File: config.mk
export PLATFORM = sky130hd
export DESIGN_NAME = hall_emulator
export DESIGN_NICKNAME = d
export VERILOG_FILES = /design/src/rtl/hall_pkg.sv /design/src/rtl/hall_step_timer.sv /design/src/rtl/hall_emulator.sv
export SDC_FILE = /design/constraint.sdc
export NUM_CORES = 1
export LEC_CHECK = 0
export ABC_AREA = 1
export BUFFER_PORTS_ARGS = -buffer_cell sky130_fd_sc_hd__buf_2
export CORE_UTILIZATION = 26
export CTS_CLUSTER_DIAMETER = 80
export CTS_CLUSTER_SIZE = 20
export DETAILED_ROUTE_END_ITERATION = 16
export HOLD_SLACK_MARGIN = 0.12
export PLACE_DENSITY_LB_ADDON = 0.2
export REMOVE_ABC_BUFFERS = 1
export SYNTH_ARGS = -nofsm -noshare
export SYNTH_HDL_FRONTEND = slang
export SYNTH_HIERARCHICAL = 1
export SYNTH_SLANG_ARGS = --single-unit
File: constraint.sdc
create_clock -name clk -period 5.55 [get_ports clk]
set_clock_uncertainty 0.15 [all_clocks]
set_input_delay 0.555 -clock clk [delete_from_list [all_inputs] [get_ports clk]]
set_output_delay 0.555 -clock clk [all_outputs]
set_load 0.05 [all_outputs]
File: src/rtl/hall_pkg.sv
// Shared hall-sensor definitions: six-step code table, fault codes, fault_mode encodings.
// Latency: n/a (types, constants and pure functions only).
// Backpressure: n/a. Used by hall_emulator and the six-step decoder.
package hall_pkg;

    typedef logic [2:0] hall_code_t;   // {hall1/A, hall2/B, hall3/C}
    typedef logic [2:0] step_idx_t;    // legal range 0..5

    localparam int unsigned NUM_STEPS = 6;

    typedef enum logic [1:0] {
        FM_NORMAL     = 2'b00,
        FM_FORCE_LO   = 2'b01,
        FM_FORCE_HI   = 2'b10,
        FM_NORMAL_ALT = 2'b11
    } fault_mode_e;

    localparam hall_code_t HALL_FAULT_LO = 3'b000;
    localparam hall_code_t HALL_FAULT_HI = 3'b111;

    // Forward order; high phase per pair of steps is A,A,B,B,C,C.
    localparam hall_code_t HALL_CODE0 = 3'b101;
    localparam hall_code_t HALL_CODE1 = 3'b100;
    localparam hall_code_t HALL_CODE2 = 3'b110;
    localparam hall_code_t HALL_CODE3 = 3'b010;
    localparam hall_code_t HALL_CODE4 = 3'b011;
    localparam hall_code_t HALL_CODE5 = 3'b001;

    // Out-of-range indices map to step 0's code so hall never shows 000/111.
    function automatic hall_code_t hall_code(input step_idx_t idx);
        case (idx)
            3'd1:    return HALL_CODE1;
            3'd2:    return HALL_CODE2;
            3'd3:    return HALL_CODE3;
            3'd4:    return HALL_CODE4;
            3'd5:    return HALL_CODE5;
            default: return HALL_CODE0;
        endcase
    endfunction

    function automatic logic fault_is_forced(input logic [1:0] fm);
        return (fault_mode_e'(fm) == FM_FORCE_LO) || (fault_mode_e'(fm) == FM_FORCE_HI);
    endfunction

endpackage

File: src/rtl/hall_step_timer.sv
// Prescaler: emits a combinational step pulse when cnt reaches step_period-1.
// Latency: step asserts in the cycle cnt >= step_period-1; cnt returns to 0 on that edge.
// Backpressure: none. Ports: clk, rst_n, en, run (fault-free), step_period -> step.
module hall_step_timer #(
    parameter int PERIOD_W = 16
) (
    input  logic                clk,
    input  logic                rst_n,
    input  logic                en,
    input  logic                run,
    input  logic [PERIOD_W-1:0] step_period,
    output logic                step
);

    logic [PERIOD_W-1:0] cnt;
    logic                active;

    assign active = en && run && (step_period != '0);

    // >= rather than == so that shrinking step_period below cnt steps at once
    // instead of letting cnt wrap all the way round.
    assign step = active && (cnt >= step_period - PERIOD_W'(1));

    always_ff @(posedge clk) begin
        if (!rst_n) begin
            cnt <= '0;
        end else if (!en) begin
            cnt <= '0;
        end else if (step) begin
            cnt <= '0;
        end else if (active) begin
            cnt <= cnt + PERIOD_W'(1);
        end
        // period 0 or forced fault: cnt frozen
    end

endmodule

File: src/rtl/hall_emulator.sv
// Hall-sensor emulator: walks the six-step hall sequence at step_period cycles per step.
// Latency: hall/step_strobe/step_count update on the step edge itself (all registered).
// Backpressure: none. Ports: clk, rst_n, en, dir, step_period, fault_mode -> hall, step_strobe, step_count.
module hall_emulator
    import hall_pkg::*;
#(
    parameter int PERIOD_W = 16,
    parameter int COUNT_W  = 16
) (
    input  logic                clk,
    input  logic                rst_n,
    input  logic                en,
    input  logic                dir,
    input  logic [PERIOD_W-1:0] step_period,
    input  logic [1:0]          fault_mode,
    output logic [2:0]          hall,
    output logic                step_strobe,
    output logic [COUNT_W-1:0]  step_count
);

    logic      step;
    logic      forced;
    step_idx_t idx;
    step_idx_t idx_ok;
    step_idx_t idx_nxt;

    assign forced = fault_is_forced(fault_mode);

    hall_step_timer #(.PERIOD_W(PERIOD_W)) u_timer (
        .clk         (clk),
        .rst_n       (rst_n),
        .en          (en),
        .run         (!forced),
        .step_period (step_period),
        .step        (step)
    );

    // Illegal index (6/7) is treated as 0 and written back on the next edge.
    assign idx_ok = (idx < step_idx_t'(NUM_STEPS)) ? idx : '0;

    always_comb begin
        idx_nxt = idx_ok;
        if (dir) begin
            idx_nxt = (idx_ok == 3'd0) ? 3'd5 : idx_ok - 3'd1;
        end else begin
            idx_nxt = (idx_ok == 3'd5) ? 3'd0 : idx_ok + 3'd1;
        end
    end

    always_ff @(posedge clk) begin
        if (!rst_n) begin
            idx         <= '0;
            hall        <= HALL_CODE0;
            step_count  <= '0;
            step_strobe <= 1'b0;
        end else begin
            step_strobe <= step;

            if (step) begin
                idx        <= idx_nxt;
                // dir=1 adds all-ones (-1), dir=0 adds +1
                step_count <= step_count + {{(COUNT_W-1){dir}}, 1'b1};
            end else begin
                idx        <= idx_ok;
            end

            if (fault_mode_e'(fault_mode) == FM_FORCE_LO) begin
                hall <= HALL_FAULT_LO;
            end else if (fault_mode_e'(fault_mode) == FM_FORCE_HI) begin
                hall <= HALL_FAULT_HI;
            end else if (step) begin
                hall <= hall_code(idx_nxt);
            end else begin
                hall <= hall_code(idx_ok);
            end
        end
    end

endmodule

Word level (Yosys, flattened, before mapping)
Cells that the tools add are included.
{ "op_classes": {"n_addsub": 5, "order_cmp": 2, "eq_ne": 12, "muxes": 10, "n_bitwise": 2, "n_reduce_logical": 9} }
{ "op_table": {"columns": ["cell", "count"], "rows": [
  ["$pmux 3 s5", 2],
  ["$mux 3", 8],
  ["$add 16x1->16 const B", 1],
  ["$add 16x16->16", 1],
  ["$ge 16x16->1", 1],
  ["$reduce_bool 16->1", 1],
  ["$sub 16x1->16 const B", 1],
  ["$eq 3x2->1 const B", 4],
  ["$eq 3x3->1 const B", 4],
  ["$eq 3x1->1 const B", 2],
  ["$add 3x1->3 const B", 1],
  ["$logic_and 1x1->1", 3],
  ["$logic_not 3->1", 1],
  ["$lt 3x3->1 const B", 1],
  ["$reduce_or 3->1", 1],
  ["$sub 3x1->3 const B", 1],
  ["$eq 2x1->1 const B", 1],
  ["$eq 2x2->1 const B", 1],
  ["$not 1->1", 2],
  ["$reduce_or 2->1", 1],
  ["$logic_not 1->1", 1],
  ["$logic_or 1x1->1", 1]
]} }
{ "totals": {"register_bits": 39, "in_bits": 22, "out_inout_bits": 20, "wordCells": 46} }

Logic depth before layout (Yosys ltp)
{ "depth": {"depth_word": 10, "ltp_mapped": 22, "depth_no_buf": 22} }

Hierarchy
The synthesis kept the hierarchy.
{ "by_module_without_submodules": {"columns": ["mod", "n_inst", "cells_each", "area_each_um2", "seq_area_each_um2"], "rows": [
  ["hall_emulator", 1, 300, 1898.1, 460.4],
  ["hall_step_timer", 1, 268, 1639.1, 320.3]
]} }

Least setup slack after synthesis
OpenSTA, ideal clock, no wires.
{ "synth_timing": {"path_kind": "input-to-reg", "from": "input step_period[2]", "to": "register step_count[12]", "setup_time_ps": 113, "t_arrival_ps": 2901, "t_required_ps": 5287, "setup_slack_ps": 2386, "path_stages": 21, "n_path_buf": 1, "cell_sequence": "nor2_1 nand2_1 nor2_1 nand2_1 nor2_1 nand2_1 nor2_1 xor2_1 inv_1 ha_1 nand2_1 o21bai_1 a21oi_1 nor2_1 nand2_1 nand2_1 inv_1 clkbuf_1 o21ai_0 o21ai_1 inv_1"} }
{ "synth_between": {"elab_chain_len": 3, "elab_cells_between_ends": 5, "classes_between": "1 x add/sub; 1 x order compare; 3 x reduce/logical"} }
{ "synth_rtl": {"columns": ["element", "line", "rtl"], "rows": [
  ["start, declared", "hall_emulator.sv:14", "input logic [PERIOD_W-1:0] step_period,"],
  ["$sub 16x1->16 / $reduce_bool 16->1 (equally long branches)", "hall_step_timer.sv:22, hall_step_timer.sv:18", null],
  ["$ge 16x16->1 / $logic_and 1x1->1 (equally long branches)", "hall_step_timer.sv:22, hall_step_timer.sv:18", null],
  ["$logic_and 1x1->1 *", "hall_step_timer.sv:22", "assign step = active && (cnt >= step_period - PERIOD_W'(1));"],
  ["via step", "hall_emulator.sv:21", "logic step;"],
  ["end signal, assigned", "hall_emulator.sv:62", "step_count <= step_count + {{(COUNT_W-1){dir}}, 1'b1};"],
  ["end, declared", "hall_emulator.sv:18", "output logic [COUNT_W-1:0] step_count"]
]} }
The timed path passes the listed nets; every way through them passes the cells marked *.
A chain may end at the register's enable or synchronous reset.

Worst setup path in the final report
{ "layout_timing": {"from": "input step_period[2]", "to": "register hall[0]"} }
{ "layout_between": {"elab_chain_len": 6, "elab_cells_between_ends": 8, "classes_between": "1 x add/sub; 1 x order compare; 3 x mux; 3 x reduce/logical"} }
{ "layout_rtl": {"columns": ["element", "line", "rtl"], "rows": [
  ["$sub 16x1->16 / $reduce_bool 16->1 (equally long branches)", "hall_step_timer.sv:22, hall_step_timer.sv:18", null],
  ["$ge 16x16->1 / $logic_and 1x1->1 (equally long branches)", "hall_step_timer.sv:22, hall_step_timer.sv:18", null],
  ["$logic_and 1x1->1 *", "hall_step_timer.sv:22", null],
  ["via step", "hall_emulator.sv:21", null],
  ["$mux 3 *", "hall_emulator.sv:71", "end else if (step) begin"],
  ["$mux 3 *", "hall_emulator.sv:69", "end else if (fault_mode_e'(fault_mode) == FM_FORCE_HI) begin"],
  ["$mux 3 *", "hall_emulator.sv:67", "if (fault_mode_e'(fault_mode) == FM_FORCE_LO) begin"],
  ["end signal, assigned", "hall_emulator.sv:72", "hall <= hall_code(idx_nxt);"],
  ["end signal, assigned", "hall_emulator.sv:74", "hall <= hall_code(idx_ok);"],
  ["end, declared", "hall_emulator.sv:16", "output logic [2:0] hall,"]
]} }
Marked as above.

==> metrics.md <==
| Metric | Value |
|---|---|
| CTS Buf Count | 5 |
| DRT Pass-1 Iters | 5 |
| CP Capture Type | register |
| Crit start category | input pin |
| EDFF count, synth | 0 |
| Ys async rst share | 0 |
| Routability congestion estimate | 0.833 |
| Reg2reg start | u_timer/cnt[7] |
| Vias in the first global route | 3252 |
| Avg Inst Size Synth | 6.23 µm² |
| Min Tclk post-route | 3.69 ns |
| Final net count | 666 |
| FILL cells | 1495 |
| Post-Route Setup TNS | 0 ns |
| Die height | 119 µm |
| Hold Vio Cnt, Final | 0 |
| Rows | 42 |
| Sequential fraction of the synthesis area | 0.221 |
| DR DRC count | 0 |
| # diodes | 0 |
| TritonCTS clock tree | yes |
| I/O Pins | 42 |
| Initial Utilization | 0.267 |
| #FFs+latches synth | 39 |
| Comb pwr share | 0.127 |
| Root Buffer | clkbuf_16 |
| Most common cell in the netlist | nand2_1 |
| Routed WL per cell | 10.9 µm |
| Max-cap violations | 0 |
| P_leak | 1.98 nW |
| Worst hold margin | 0.363 ns |
| Ys flop type | dfxtp_1 |
| Cell Pwr Density | 159 nW/µm² |
| Hold path cells | 2 |
| Mapped Area | 3540 µm² |
| Initial DRC count | 111 |
| Power Total | 0.000643 W |
| R2R cell count | 13 |
| Clk Latency, worst-skew pair | 0.28 ns |
| DP Wirelength | 6770 µm |
| Vias per inst | 4.48 |
| Total grt overflow | 0 |
| Terminus of the critical flop-to-flop path | hall[0] |
| Worst-Margin Slew | 0.704 ns |
| Cts repair resizes | 0 |
| Clock slew at reported path FFs | 0.06 ns |
| Sink Count | 39 |
| Layout area overhead | 14.5% |
| Die footprint | 14100 µm² |
| Hold Crit Endpoint | step_count[6] |
| Max Clk Rate | 271 MHz |
| Library cells used by synthesis | 33 |
| Crit path max fanout | 14 |
| Hold_buf cts | 0 |
| Final WL | 8500 µm |
| Die Span X | 119 µm |
| CP required | 5.57 ns |
| Setup Fix Bufs, Post-CTS | 0 |
| Gr usage total | 0.125 |
| Tcrit/Tclk final | 0.664 |
| Reg-to-reg slack, setup | 2.99 ns |
| First-pass GRT wire length | 14700 µm |
| Port buffer count | 41 |
| Net Sw Frac | 0.262 |
| Synth area leaders | dfxtp_1 22%, nand2_1 15%, ha_1 13%, inv_1 8.3%, nor2_1 8.1% |
| Yosys Warn Count | 6 |
| Internal | 0.000475 W |
| Slew HR | 0.527 |
| Hold Path Class | register to register |
| Clock share of power | 0.435 |
| Area fraction of the dominant cell type after synthesis | 0.221 |
| Core area | 13200 µm² |
| Reported net switching power | 0.000168 W |
| HP Start | step_count[6] |
| Pin count of the biggest net entering global routing | 21 |
| Top cell type by total area after synthesis | dfxtp_1 |
| Initial antenna violation count | 0 |
| Crit path DAT | 3.70 ns |
| DR vias | 3511 |
| Outcome | finished clean |
| Sequential share of power | 0.438 |
| Final setup fails | 0 |
| RSZ-0062 raised after global routing | no |
| Htree depth | 2 |
| Peak supply drop | 0.000122 V |
| Crit path kind | input pin to register |
| Max-slew violations | 0 |
| Layout cells sized above 1 | 0.127 |
| Number of nets with antenna violations after routing | 0 |
| Mapped Cells | 568 |
| CTS Buffer Depth | 2 |
| Post-synth top cells | 142 x nand2_1, 78 x inv_1, 76 x nor2_1 |
## registers in the layout (all words and copies together) (netlist names)
name         cells
step_count      16
u_timer/cnt     16
hall             3
idx              3
step_strobe      1
## layer usage
metal / vias to the layer above / global-route usage / share of wire
li1: 1886 / - / -
met1: 1579 / 0.163 / 0.50
met5: - / 0 / 0
met4: 0 / 0.0237 / 0.0048
met2: 42 / 0.217 / 0.47
met3: 4 / 0.0183 / 0.022
## power by group through the flow
stage | sequential, W | clock, W | combinational [W]
CTS | 0.000282 | 0.000291 | 0.0000833
global placement | 0.000288 | 0 | 0.0000815
finish | 0.000282 | 0.000280 | 0.0000819
detailed placement | 0.000288 | 0 | 0.0000828
floorplan | 0.000291 | 0 | 0.0000510
global route | 0.000282 | 0.000305 | 0.0000940
## worst max-delay path: stages
cell      delay (ns)
buf_2           0.12
nor2_1          0.14
nand2_1         0.07
nor2_1          0.15
nand2_1         0.07
nor2_1          0.19
nand2_1         0.11
nor2_1          0.16
xor2_1          0.16
inv_1           0.05
ha_1            0.29
nand2_1         0.07
o21bai_1        0.16
a21oi_1         0.13
nor2_1          0.05
nand2_1         0.07
nand2_1         0.09
inv_1           0.36
inv_1           0.33
a21oi_1         0.22
nand2_1         0.07
nand2_1         0.05
nand2_1         0.04
## per-stage QoR
stage / utilization / setup slack (ns) / cells / instance area, µm²
after floorplan: - / 1.89 / 557 / 3480
after global placement: 0.295 / 1.65 / 775 / 3910
after detailed placement: 0.295 / 1.55 / 775 / 3910
after CTS: 0.306 / 1.84 / 783 / 4050
after global routing: 0.306 / 1.49 / 783 / 4050
final: 0.306 / 1.86 / 783 / 4050
## worst max path at each step
stage,start,endpoint,slack (ns),cells past startpoint
2_1_floorplan,step_period[2],hall[0],1.89,22
3_3_place_gp,step_period[2],hall[0],1.65,23
3_5_place_dp,step_period[2],hall[0],1.55,23
4_1_cts,step_period[2],hall[0],1.84,23
5_1_grt,step_period[2],hall[0],1.49,23
6_report,step_period[2],hall[0],1.86,23
## cell families (layout without fill, tap and decap cells)
| family | after synthesis | in the layout | share of synthesized area |
|---|---|---|---|
| AND/OR/NAND/NOR | 304 | 304 | 0.370 |
| flip-flops | 39 | 39 | 0.221 |
| XOR/XNOR | 26 | 26 | 0.0644 |
| buffers and inverters | 96 | 135 | 0.108 |
| adder cells (fa/ha/maj) | 38 | 38 | 0.137 |
| AO/OA/AOI/OAI | 65 | 65 | 0.100 |
## final cells by class
class / instances / area, µm² / area share
flip-flops and latches: 39 / 781 / 0.193
multi-input cells: 433 / 2380 / 0.587
clock inverters: 2 / 12.5 / 0.00309
well taps: 176 / 220 / 0.0544
repair buffers: 42 / 213 / 0.0525
clock buffers: 6 / 129 / 0.0318
inverters: 85 / 319 / 0.0788
## cells in the final DEF (no fill, tap or decap), types with 4 or more instances in the layout
| cell type | count |
|---|---|
| nand2_1 | 142 |
| inv_1 | 78 |
| nor2_1 | 76 |
| nand3_1 | 44 |
| buf_2 | 41 |
| dfxtp_1 | 39 |
| ha_1 | 37 |
| a21oi_1 | 31 |
| o21ai_0 | 20 |
| xor2_1 | 14 |
| xnor2_1 | 12 |
| nand2_2 | 9 |
| nand4_1 | 9 |
| nor3_1 | 9 |
| inv_2 | 7 |
| clkbuf_16 | 5 |
| or2_1 | 4 |
Power figures use the tool's default switching activity.
